**config.mk**
```make
export PLATFORM = sky130hd
export DESIGN_NAME = conv_sequencer
export DESIGN_NICKNAME = d
export VERILOG_FILES = /design/src/rtl/conv_pkg.sv /design/src/rtl/conv_mac.sv /design/src/rtl/conv_sequencer.sv
export SDC_FILE = /design/constraint.sdc
export NUM_CORES = 1
export LEC_CHECK = 0
export BUFFER_PORTS_ARGS = -buffer_cell sky130_fd_sc_hd__buf_2
export CAP_MARGIN = 20
export CELL_PAD_IN_SITES_DETAIL_PLACEMENT = 1
export CELL_PAD_IN_SITES_GLOBAL_PLACEMENT = 1
export CORE_ASPECT_RATIO = 2
export CORE_MARGIN = 2
export CORE_UTILIZATION = 46
export CTS_CLUSTER_DIAMETER = 60
export DETAILED_ROUTE_END_ITERATION = 10
export MAX_ROUTING_LAYER = met4
export PLACE_DENSITY = 0.87
export SETUP_SLACK_MARGIN = 0.02
export SYNTH_ARGS = -nofsm -noshare
export SYNTH_HDL_FRONTEND = slang
export SYNTH_SLANG_ARGS = --single-unit
export TNS_END_PERCENT = 1
```
**constraint.sdc**
```tcl
create_clock -name clk -period 4.5 [get_ports clk]
set_input_delay 0.9 -clock clk [delete_from_list [all_inputs] [get_ports clk]]
set_output_delay 0.9 -clock clk [all_outputs]
set_load 0.005 [all_outputs]
```
**src/rtl/conv_pkg.sv**
```systemverilog
// conv_pkg: shared types, default widths and helpers for the convolution sequencer.
// Rev 1.0
`default_nettype none

package conv_pkg;

  localparam int DEF_DATA_W = 8;
  localparam int DEF_ADDR_W = 5;
  localparam int DEF_OUT_W  = 16;

  typedef enum logic [2:0] {
    IDLE   = 3'd0,
    SETUP  = 3'd1,
    READ   = 3'd2,
    DRAIN  = 3'd3,
    WRITE  = 3'd4,
    FINISH = 3'd5
  } state_t;

  // A full-length sum of 2^addr_w maximal products cannot wrap at this width.
  function automatic int acc_width(input int data_w, input int addr_w);
    return 2 * data_w + addr_w;
  endfunction

endpackage

`default_nettype wire

```
**src/rtl/conv_mac.sv**
```systemverilog
// conv_mac: registered multiply-accumulate with clear, delayed valid and OUT_W overflow flag.
// Rev 1.0
`default_nettype none

module conv_mac
  import conv_pkg::*;
#(
  parameter int DATA_W = DEF_DATA_W,
  parameter int ADDR_W = DEF_ADDR_W,
  parameter int OUT_W  = DEF_OUT_W,
  localparam int ACC_W = acc_width(DATA_W, ADDR_W)
) (
  input  logic              clk,
  input  logic              reset,
  input  logic              clear,
  input  logic              in_valid,
  input  logic [DATA_W-1:0] a,
  input  logic [DATA_W-1:0] b,
  output logic [ACC_W-1:0]  acc,
  output logic              over
);

  logic                  valid_q;
  logic [2*DATA_W-1:0]   product;

  assign product = {{DATA_W{1'b0}}, a} * {{DATA_W{1'b0}}, b};

  // Read data arrives one cycle after the strobe, so the valid is delayed to match.
  always_ff @(posedge clk or negedge reset) begin
    if (!reset) begin
      valid_q <= 1'b0;
      acc     <= '0;
    end else begin
      valid_q <= in_valid;
      if (clear)
        acc <= '0;
      else if (valid_q)
        acc <= acc + {{ADDR_W{1'b0}}, product};
    end
  end

  assign over = |acc[ACC_W-1:OUT_W];

endmodule

`default_nettype wire

```
**src/rtl/conv_sequencer.sv**
```systemverilog
// conv_sequencer: sequences a full 1-D convolution over memX/memY into memZ.
// Rev 1.0
`default_nettype none

module conv_sequencer
  import conv_pkg::*;
#(
  parameter int DATA_W = DEF_DATA_W,
  parameter int ADDR_W = DEF_ADDR_W,
  parameter int OUT_W  = DEF_OUT_W
) (
  input  logic              clk,
  input  logic              reset,
  input  logic              start,
  input  logic [ADDR_W:0]   sizeX,
  input  logic [ADDR_W:0]   sizeY,
  output logic              busy,
  output logic              done,
  output logic              err,
  output logic              ovf,
  output logic              memX_rd,
  output logic [ADDR_W-1:0] memX_addr,
  input  logic [DATA_W-1:0] memX_data,
  output logic              memY_rd,
  output logic [ADDR_W-1:0] memY_addr,
  input  logic [DATA_W-1:0] memY_data,
  output logic              memZ_we,
  output logic [ADDR_W:0]   memZ_addr,
  output logic [OUT_W-1:0]  memZ_data
);

  localparam int ACC_W = acc_width(DATA_W, ADDR_W);
  localparam int CNT_W = ADDR_W + 1;
  localparam int SUM_W = ADDR_W + 2;

  state_t             state, state_nx;
  logic [CNT_W-1:0]   size_x, size_y;
  logic [CNT_W-1:0]   n, k, k_hi;
  logic               ovf_q, err_q;
  logic [ACC_W-1:0]   acc;
  logic               acc_over;
  logic [SUM_W-1:0]   last_n;
  logic [CNT_W-1:0]   k_lo_calc, k_hi_calc;
  logic [ADDR_W-1:0]  x_idx;
  logic               is_last, size_zero;

  assign size_zero = (sizeX == '0) || (sizeY == '0);
  assign last_n    = {1'b0, size_x} + {1'b0, size_y} - SUM_W'(2);
  assign is_last   = ({1'b0, n} == last_n);

  // Term range for output n: k in [max(0, n-sizeX+1), min(n, sizeY-1)].
  assign k_lo_calc = (n >= size_x) ? (n - size_x + CNT_W'(1)) : '0;
  assign k_hi_calc = (n < size_y) ? n : (size_y - CNT_W'(1));
  assign x_idx     = ADDR_W'(n - k);

  always_ff @(posedge clk or negedge reset) begin
    if (!reset) begin
      state  <= IDLE;
      size_x <= '0;
      size_y <= '0;
      n      <= '0;
      k      <= '0;
      k_hi   <= '0;
      ovf_q  <= 1'b0;
      err_q  <= 1'b0;
    end else begin
      state <= state_nx;
      case (state)
        IDLE: begin
          if (start) begin
            size_x <= sizeX;
            size_y <= sizeY;
            ovf_q  <= 1'b0;
            err_q  <= size_zero;
            n      <= '0;
          end
        end
        SETUP: begin
          k    <= k_lo_calc;
          k_hi <= k_hi_calc;
        end
        READ:  k <= k + CNT_W'(1);
        WRITE: begin
          if (acc_over)
            ovf_q <= 1'b1;
          if (!is_last)
            n <= n + CNT_W'(1);
        end
        default: ;
      endcase
    end
  end

  always_comb begin
    state_nx  = state;
    done      = 1'b0;
    err       = 1'b0;
    ovf       = 1'b0;
    memX_rd   = 1'b0;
    memX_addr = '0;
    memY_rd   = 1'b0;
    memY_addr = '0;
    memZ_we   = 1'b0;
    memZ_addr = '0;
    memZ_data = '0;
    case (state)
      IDLE: begin
        if (start)
          state_nx = size_zero ? FINISH : SETUP;
      end
      SETUP: state_nx = READ;
      READ: begin
        memX_rd   = 1'b1;
        memY_rd   = 1'b1;
        memX_addr = x_idx;
        memY_addr = k[ADDR_W-1:0];
        if (k == k_hi)
          state_nx = DRAIN;
      end
      DRAIN: state_nx = WRITE;
      WRITE: begin
        memZ_we   = 1'b1;
        memZ_addr = n;
        memZ_data = acc[OUT_W-1:0];
        state_nx  = is_last ? FINISH : SETUP;
      end
      FINISH: begin
        done     = 1'b1;
        err      = err_q;
        ovf      = ovf_q;
        state_nx = IDLE;
      end
      default: state_nx = IDLE;
    endcase
  end

  assign busy = (state != IDLE);

  conv_mac #(
    .DATA_W (DATA_W),
    .ADDR_W (ADDR_W),
    .OUT_W  (OUT_W)
  ) u_mac (
    .clk      (clk),
    .reset    (reset),
    .clear    (state == SETUP),
    .in_valid (memX_rd),
    .a        (memX_data),
    .b        (memY_data),
    .acc      (acc),
    .over     (acc_over)
  );

endmodule

`default_nettype wire

```
==> qor.yml, run 1 <==
core_area_um2: 14000
cp-end-kind: "flop"
grt_overflow_total: 0
detailedPlacementHpwl_um: 17200
hold_class: "input pin to async pin"
fin_hold_ws_ps: 459
netSwitchingPower_uw: 3430
grt_use_total_pct: 31.1
floorplan.io_pins: 70
pwr-share-comb_pct: 74.5
fmax_mhz: 213
detail_route.iter0.violations: 284
cts_hold_buf: 0
power_frac_clock_pct: 11.5
synth_enable_flop_cells: 0
post-route-min-period_ps: 4700
finalWirelength_um: 22100
cellPowerDensity_nw_per_um2: 881
synth.ff_latch_count: 57
synth.net_count: 924
critPathMaxFanout: 6
maximum_number_of_pins_on_one_net_before_global_route_repair: 44
wire_per_inst_um: 21.0
synth.largest_area_cell: "dfrtp_1"
timing.critical_path.required_ps: 4750
detail_route.first_pass.iterations: 4
cts_root_buffer: "clkbuf_16"
crit_path_start_kind: "input pin"
timing.max_slew.rel_slack_pct: 33.2
final-max-slew-violation-count: 0
finalHoldViolations: 0
worst-r2r-setup-slack_ps: 310
crit_end: "u_mac.acc[18]$_DFFE_PN0P_"
post_synth_main_area_contributors: "dfrtp_1 22%, fa_1 17%, ha_1 14%, inv_1 7.8%, nand2_1 3.8%"
syn2layout_area_growth_pct: 20.4
fillers: 1673
share_seq_of_total_power_pct: 14.0
internal_power_uw: 3550
post-route-cell-area_um2: 7930
depth_of_the_cts_h_tree: 3
cts_inserted_buffers: 9
clk_path_buf_depth: 2
grt_pass1_wl_um: 35100
ys_warnings: 0
proportion_of_synthesized_chip_area_in_sequential_cells_pct: 21.7
synthMostInstantiatedCell: "inv_1"
report.final.setup_viol: 10
grt_pass1_vias: 6910
area_share_of_the_leading_cell_type_in_the_synthesized_netlist_pct: 21.7
synth_top_flop_cell: "dfrtp_1"
mappedNetlistArea_um2: 6580
route.vias.total: 6005
floorplan.initialDensity_pct: 47.1
timing.critical_path.from: "memY_data[7]"
fp-row-count: 61
post_synth_most_frequent_cells: "137 x inv_1, 76 x ha_1, 67 x nand2_1"
unrepaired_setup_endpoints_after_global_routing: "true"
drv.max_cap_violation_count: 0
dpl-instance-area_um2: 7420
design.final.nets: 1018
chipWidth_um: 88.6
timing.reg2reg.worst_path_depth: 15
timing_worst_slew_pin_value_ps: 1000
syn-mean-instance-area_um2: 8.64
clock_tree_from_tritoncts: "yes"
viasPerCell: 5.72
cp.arrival_ps: 4950
clock_latency_ps: 330
synth.distinct_cells: 57
drive_gt1_share_pct: 20.6
floorplan.die.height_um: 173
criticalPathCategory: "input pin to flop"
die_area_um2: 15300
cts.clk_slew.worst_paths_ps: 60
postLayoutSetupSlackWorst_ps: -198
numPortBuffers: 69
antenna_violating_nets_post_route: 0
ir_drop_uv: 555
failing_checks: "negative setup slack"
cts_num_sinks: 57
detail_route.drc_violations: 0
synth_cells: 762
insertedDiodeCount: 0
total_leakage_power_uw: 0.00420
timing.rr.start: "u_mac.acc[7]$_DFFE_PN0P_"
swShare_pct: 49.1
r2r-end: "u_mac.acc[19]$_DFFE_PN0P_"
place.gp.congestion: 0.924
ys_async_sr_fraction_pct: 100
final.setup_skew_ps: 4.30
status: "finished with violations"
antenna_found_initial: 0
final_worst_path_cycle_share_pct: 104
state kept, by name, summed over array words and instances (netlist names):
signal and cells:
u_mac.acc 21, u_mac.valid_q 1, state 3, k 6, ovf_q 1, size_y 6, k_hi 6, err_q 1
size_x 6, n 6
final cells by class:
cell class | instances | area [µm²] | area share [%]
inverter | 138 | 518 | 6.54
tap | 189 | 236 | 2.98
clock inverter | 7 | 119 | 1.50
sequential | 57 | 1430 | 18.0
multi-input combinational | 540 | 4710 | 59.4
clock buffer | 9 | 225 | 2.84
timing repair buffer | 110 | 689 | 8.70
how the worst min path moves through the flow:
stage / start / end / slack [ps] / cells past startpoint
floorplan: k_hi[0]$_DFFE_PN0P_ / k_hi[0]$_DFFE_PN0P_ / 470 / 2
detailed placement: k_hi[5]$_DFFE_PN0P_ / k_hi[5]$_DFFE_PN0P_ / 510 / 2
CTS: reset / k[1]$_DFFE_PN0P_ / 460 / 1
global placement: k_hi[4]$_DFFE_PN0P_ / k_hi[4]$_DFFE_PN0P_ / 490 / 2
global route: reset / k[1]$_DFFE_PN0P_ / 480 / 1
finish: reset / k[1]$_DFFE_PN0P_ / 460 / 1
power groups by stage:
stage	Sequential, µW	Combinational (µW)	Clock [µW]
final	975	5210	805
after global routing	994	5720	826
after CTS	966	4970	810
after detailed placement	967	4730	0
after global placement	948	4400	0
after floorplan	855	3250	0
metrics by stage:
| stage | setup WS [ps] | instances | utilization [%] | power, µW | TNS, ps |
|---|---|---|---|---|---|
| finish | -198 | 1050 | 56.8 | 6990 | -1030 |
| global placement | -361 | 1032 | 53.1 | 5350 | -3880 |
| CTS | -130 | 1050 | 56.2 | 6750 | -782 |
| floorplan | 4.97 | 762 | - | 4100 | 0 |
| global route | -312 | 1050 | 56.8 | 7540 | -2270 |
| detailed placement | -545 | 1032 | 53.1 | 5700 | -5900 |
critical path: stages:
cell	delay [ps]
buf_2	140
and2_1	180
fa_1	580
fa_1	460
fa_1	550
inv_1	60
fa_1	540
inv_1	70
ha_4	290
and3_1	250
o21ai_1	160
nor2_2	220
a21oi_1	130
a21oi_1	170
mux2i_1	230
cells by family after synthesis:
kind of cell / count (synthesis) / share of synthesized area [%]
adder cells (fa/ha/maj): 131 / 31.2
buffers and inverters: 165 / 9.73
AND/OR/NAND/NOR: 230 / 17.8
AO/OA/AOI/OAI: 130 / 12.6
multiplexers: 18 / 2.76
XOR/XNOR: 31 / 4.33
flip-flops: 57 / 21.7
layout by cell type, fill, tap and decap left out, types with 3 or more instances in the layout:
cell type	count
a21oi_2	6
or2_2	3
nor2_2	3
nand2_1	66
a21oi_1	33
xor2_1	8
mux2i_1	17
nand4_1	3
clkbuf_16	9
o211ai_1	3
buf_6	3
xnor2_1	22
and2_4	4
ha_4	5
a21o_1	12
buf_4	48
inv_1	136
nand3_1	10
bufinv_16	3
a31oi_1	3
a221o_1	4
fa_1	54
nor4_1	3
o21ai_2	3
ha_1	69
or3_1	4
a211oi_1	5
dfrtp_1	57
and3_1	34
and2_1	36
buf_2	59
nor2_1	39
o21ai_0	37
nor3_1	7
per-layer routing:
metal  vias up  share of wire [%]  global-route usage (%)
met5         -                  0                       -
met4         0                7.2                    20.0
met3        95                3.1                    3.77
met2       184                 58                    57.6
met1      3047                 32                    27.9
li1       2679                  -                       -
timing repair:
action                     4_1_cts  5_1_grt
setup endpoints to repair       12       13
gates resized for setup         26       16
pin swaps                       14        3
buffers inserted                 2        0
No activity file was read; power rests on OpenSTA's default activity.
==> run 2: changes to the inputs <==
Settings changed: ABC_AREA set to 1, CORE_UTILIZATION 46 to 44.
==> run 2 against run 1 <==
Effect of this change:
- the flow now finishes without violations
- critical path depth increased by 5
- sequential power decreased by 14%
- count of clock-buffer cells in the layout increased by 2
- synthesized cell count increased by 26%
- hold slack improved by 55 ps
- combinational power decreased by 15%
- non-clock buffer count decreased by 7
- via count increased by 7.7%
- largest power group unchanged
- highest routed layer unchanged
==> qor.yml, run 2 <==
clk_path_buf_depth: 2  # unchanged
fillers: 2001  # was 1673
core_area_um2: 15200  # was 14000 µm²
detail_route.iter0.violations: 160  # was 284
hold_start: "u_mac.acc[14]$_DFFE_PN0P_"
final_cell_mix: "220 x nand2_1, 219 x inv_1, 78 x nor2_1, 71 x ha_1"  # was 136 x inv_1, 69 x ha_1, 66 x nand2_1, 59 x buf_2, 57 x dfrtp_1
cts_inserted_buffers: 9  # unchanged
depth_of_the_cts_h_tree: 3  # unchanged
numPortBuffers: 69  # unchanged
synth_top_flop_cell: "dfrtp_1"  # unchanged
syn2layout_area_growth_pct: 18.1  # was 20.4%
multiInputGateArea_um2: 4570  # was 4710 µm²
cp.arrival_ps: 4560  # was 4950 ps
numPlacedInstances: 1231  # was 1032
design.final.nets: 1207  # was 1018
fp-row-count: 64  # was 61
ir_drop_uv: 525  # was 555 µV
cts_root_buffer: "clkbuf_16"  # unchanged
total_leakage_power_uw: 0.00465  # was 0.00420 µW
hold_path_end: "u_mac.acc[14]$_DFFE_PN0P_"
worst_path_largest_cell_delay_ps: 550  # was 580 ps
antenna_found_initial: 0  # unchanged
timing.critical_path.required_ps: 4720  # was 4750 ps
grt_use_total_pct: 27.6  # was 31.1%
syn-mean-instance-area_um2: 7.13  # was 8.64 µm²
finalWirelength_um: 21400  # was 22100 µm
floorplan.io_pins: 70  # unchanged
mappedNetlistArea_um2: 6830  # was 6580 µm²
drv.max_cap_violation_count: 0  # unchanged
critPathMaxFanout: 7  # was 6
grt_overflow_total: 0  # unchanged
post_synth_main_area_contributors: "dfrtp_1 21%, fa_1 16%, ha_1 14%, nand2_1 13%, inv_1 12%"  # was dfrtp_1 22%, fa_1 17%, ha_1 14%, inv_1 7.8%, nand2_1 3.8%
place.gp.congestion: 0.881  # was 0.924
worst_path_most_repeated_cell: "nand2_1"  # was fa_1
floorplan.initialDensity_pct: 44.9  # was 47.1%
largest_reg_flops: 21  # unchanged
timing.critical_path.slowest_stage_cell: "fa_1"  # unchanged
route.vias.total: 6465  # was 6005
synth_enable_flop_cells: 0  # unchanged
synth_cells: 959  # was 762
synth.distinct_cells: 41  # was 57
regMostFlops: "u_mac.acc"  # unchanged
proportion_of_synthesized_chip_area_in_sequential_cells_pct: 20.9  # was 21.7%
area_share_of_the_leading_cell_type_in_the_synthesized_netlist_pct: 20.9  # was 21.7%
insertedDiodeCount: 0  # unchanged
area.sequential_um2: 1430  # unchanged
fin_total_pwr_uw: 6060  # was 6990 µW
final_common_cell: "nand2_1"  # was inv_1
worst_path_dominant_cell_family: "adder cells"  # unchanged
instances_no_fill: 1248  # was 1050
finalHoldViolations: 0  # unchanged
timing.max_slew.rel_slack_pct: 51.9  # was 33.2%
synth.largest_area_cell: "dfrtp_1"  # unchanged
timing.reg2reg.worst_path_depth: 17  # was 15
worst-r2r-setup-slack_ps: 530  # was 310 ps
detail_route.first_pass.iterations: 4  # unchanged
cts.clk_slew.worst_paths_ps: 50  # was 60 ps
final.setup_skew_ps: 7.20  # was 4.30 ps
criticalPathCategory: "input pin to flop"  # unchanged
cts_hold_buf: 0  # unchanged
floorplan.die.height_um: 180  # was 173 µm
synth.ff_latch_count: 57  # unchanged
grt_pass1_vias: 7294  # was 6910
post-route-min-period_ps: 4340  # was 4700 ps
hold_class: "flop to flop"  # was input pin to async pin
ys_async_sr_fraction_pct: 100  # unchanged
fmax_mhz: 230  # was 213 MHz
final_worst_path_cycle_share_pct: 96.5  # was 104%
post_synth_most_frequent_cells: "233 x nand2_1, 219 x inv_1, 80 x nor2_1"  # was 137 x inv_1, 76 x ha_1, 67 x nand2_1
detailedPlacementHpwl_um: 17600  # was 17200 µm
timing.rr.start: "u_mac.acc[6]$_DFFE_PN0P_"  # was u_mac.acc[7]$_DFFE_PN0P_
clock_latency_ps: 340  # was 330 ps
clock_tree_from_tritoncts: "yes"  # unchanged
ys_warnings: 0  # unchanged
postLayoutCoreUtil_pct: 53.0  # was 56.8%
synth.net_count: 1121  # was 924
viasPerCell: 5.18  # was 5.72
wire_per_inst_um: 17.2  # was 21.0 µm
report.final.setup_viol: 0  # was 10
drive_gt1_share_pct: 16.5  # was 20.6%
antenna_violating_nets_post_route: 0  # unchanged
detail_route.drc_violations: 0  # unchanged
cellPowerDensity_nw_per_um2: 751  # was 881 nW/µm²
r2r-end: "u_mac.acc[15]$_DFFE_PN0P_"  # was u_mac.acc[19]$_DFFE_PN0P_
hold_path_depth: 2
cts_num_sinks: 57  # unchanged
grt_pass1_wl_um: 34500  # was 35100 µm
chipWidth_um: 92.1  # was 88.6 µm
die_area_um2: 16600  # was 15300 µm²
synthMostInstantiatedCell: "nand2_1"  # was inv_1
unrepaired_setup_endpoints_after_global_routing: "true"  # unchanged
status: "finished, final reports clean"  # was finished with violations
maximum_number_of_pins_on_one_net_before_global_route_repair: 39  # was 44
timing.critical_path.buf_inv: 5  # was 3
timing.critical_path.cells: "buf_4 -> nand2_2 -> fa_1 -> inv_1 -> fa_1 -> fa_1 -> inv_1 -> fa_1 -> inv_1 -> ha_4 -> nand2_1 -> buf_4 -> nor2_1 -> nand2_1 -> nand2_2 -> nand2_2 -> nand2_1 -> nand2_1 -> nand3_2 -> nand2_1"  # was buf_2 -> and2_1 -> fa_1 -> fa_1 -> fa_1 -> inv_1 -> fa_1 -> inv_1 -> ha_4 -> and3_1 -> o21ai_1 -> nor2_2 -> a21oi_1 -> a21oi_1 -> mux2i_1
timing_worst_slew_pin_value_ps: 716  # was 1000 ps
crit_path_start_kind: "input pin"  # unchanged
final-max-slew-violation-count: 0  # unchanged
cp-end-kind: "flop"  # unchanged
[run 2: changes by cell type after synthesis, moves of 10 or more]
cell	before	now
mux2i_1	17	0
inv_1	137	219
nor2_1	41	80
nand2_1	67	233
xnor2_1	22	5
a21o_1	12	2
and3_1	35	0
and2_1	40	1
nand3_1	10	48
[run 2: where the power goes]
| group | switching [µW] | internal, µW | total (µW) |
|---|---|---|---|
| combinational | 2720 | 1730 | 4450 |
| sequential | 144 | 699 | 843 |
| clock | 256 | 513 | 769 |
[run 2: routing by layer]
layer,routed length [µm],global-route usage [%]
met2,12800,54.6
met1,6720,22.9
met3,358,2.01
met4,1560,19.7
met5,0,-
[run 2: through the flow]
| step | hold WS, ps | setup WS [ps] | instance area (µm²) | TNS [ps] |
|---|---|---|---|---|
| after floorplan | 449 | 16.1 | 6850 | 0 |
| after global placement | 485 | -354 | 7540 | -3170 |
| after detailed placement | 502 | -393 | 7540 | -4070 |
| after CTS | 518 | 22.7 | 7900 | 0 |
| after global routing | 542 | -46.3 | 8070 | -80.2 |
| final | 514 | 158 | 8070 | 0 |
[run 2: area by class of cell]
cell class	count	share of cell area, %
Clock buffer	11	3.13
Multi-Input combinational cell	646	56.6
Timing Repair Buffer	103	7.96
Clock inverter	5	0.962
Sequential cell	57	17.7
Inverter	228	10.6
Tap cell	198	3.07
[run 2: how the worst max path moves through the flow]
stage	end	startpoint	depth (start not counted)
final	u_mac.acc[15]$_DFFE_PN0P_	memY_data[4]	20
after global routing	u_mac.acc[19]$_DFFE_PN0P_	memY_data[4]	20
after CTS	u_mac.acc[15]$_DFFE_PN0P_	memX_data[3]	20
after detailed placement	u_mac.acc[18]$_DFFE_PN0P_	memX_data[5]	19
after global placement	u_mac.acc[15]$_DFFE_PN0P_	memX_data[3]	18
after floorplan	u_mac.acc[19]$_DFFE_PN0P_	memY_data[1]	18
[run 2: timing repair]
action,4_1_cts,5_1_grt
endpoints found under the setup margin,7,12
gates resized for setup,7,47
setup buffers,0,1
pin swaps,0,15
[run 2: logic make-up after synthesis]
logic type / after synthesis / share of synthesized area [%]
AO/OA/AOI/OAI: 106 / 8.31
XOR/XNOR: 12 / 1.54
adder cells (fa/ha/maj): 131 / 30.0
buffers and inverters: 256 / 14.5
flip-flops: 57 / 20.9
AND/OR/NAND/NOR: 397 / 24.8
[run 2: worst min-delay path: cells and delay by family (launching register included)]
kind,cells,cell delay [ps]
simple gates,1,50
compound gates,1,70
flops,1,340
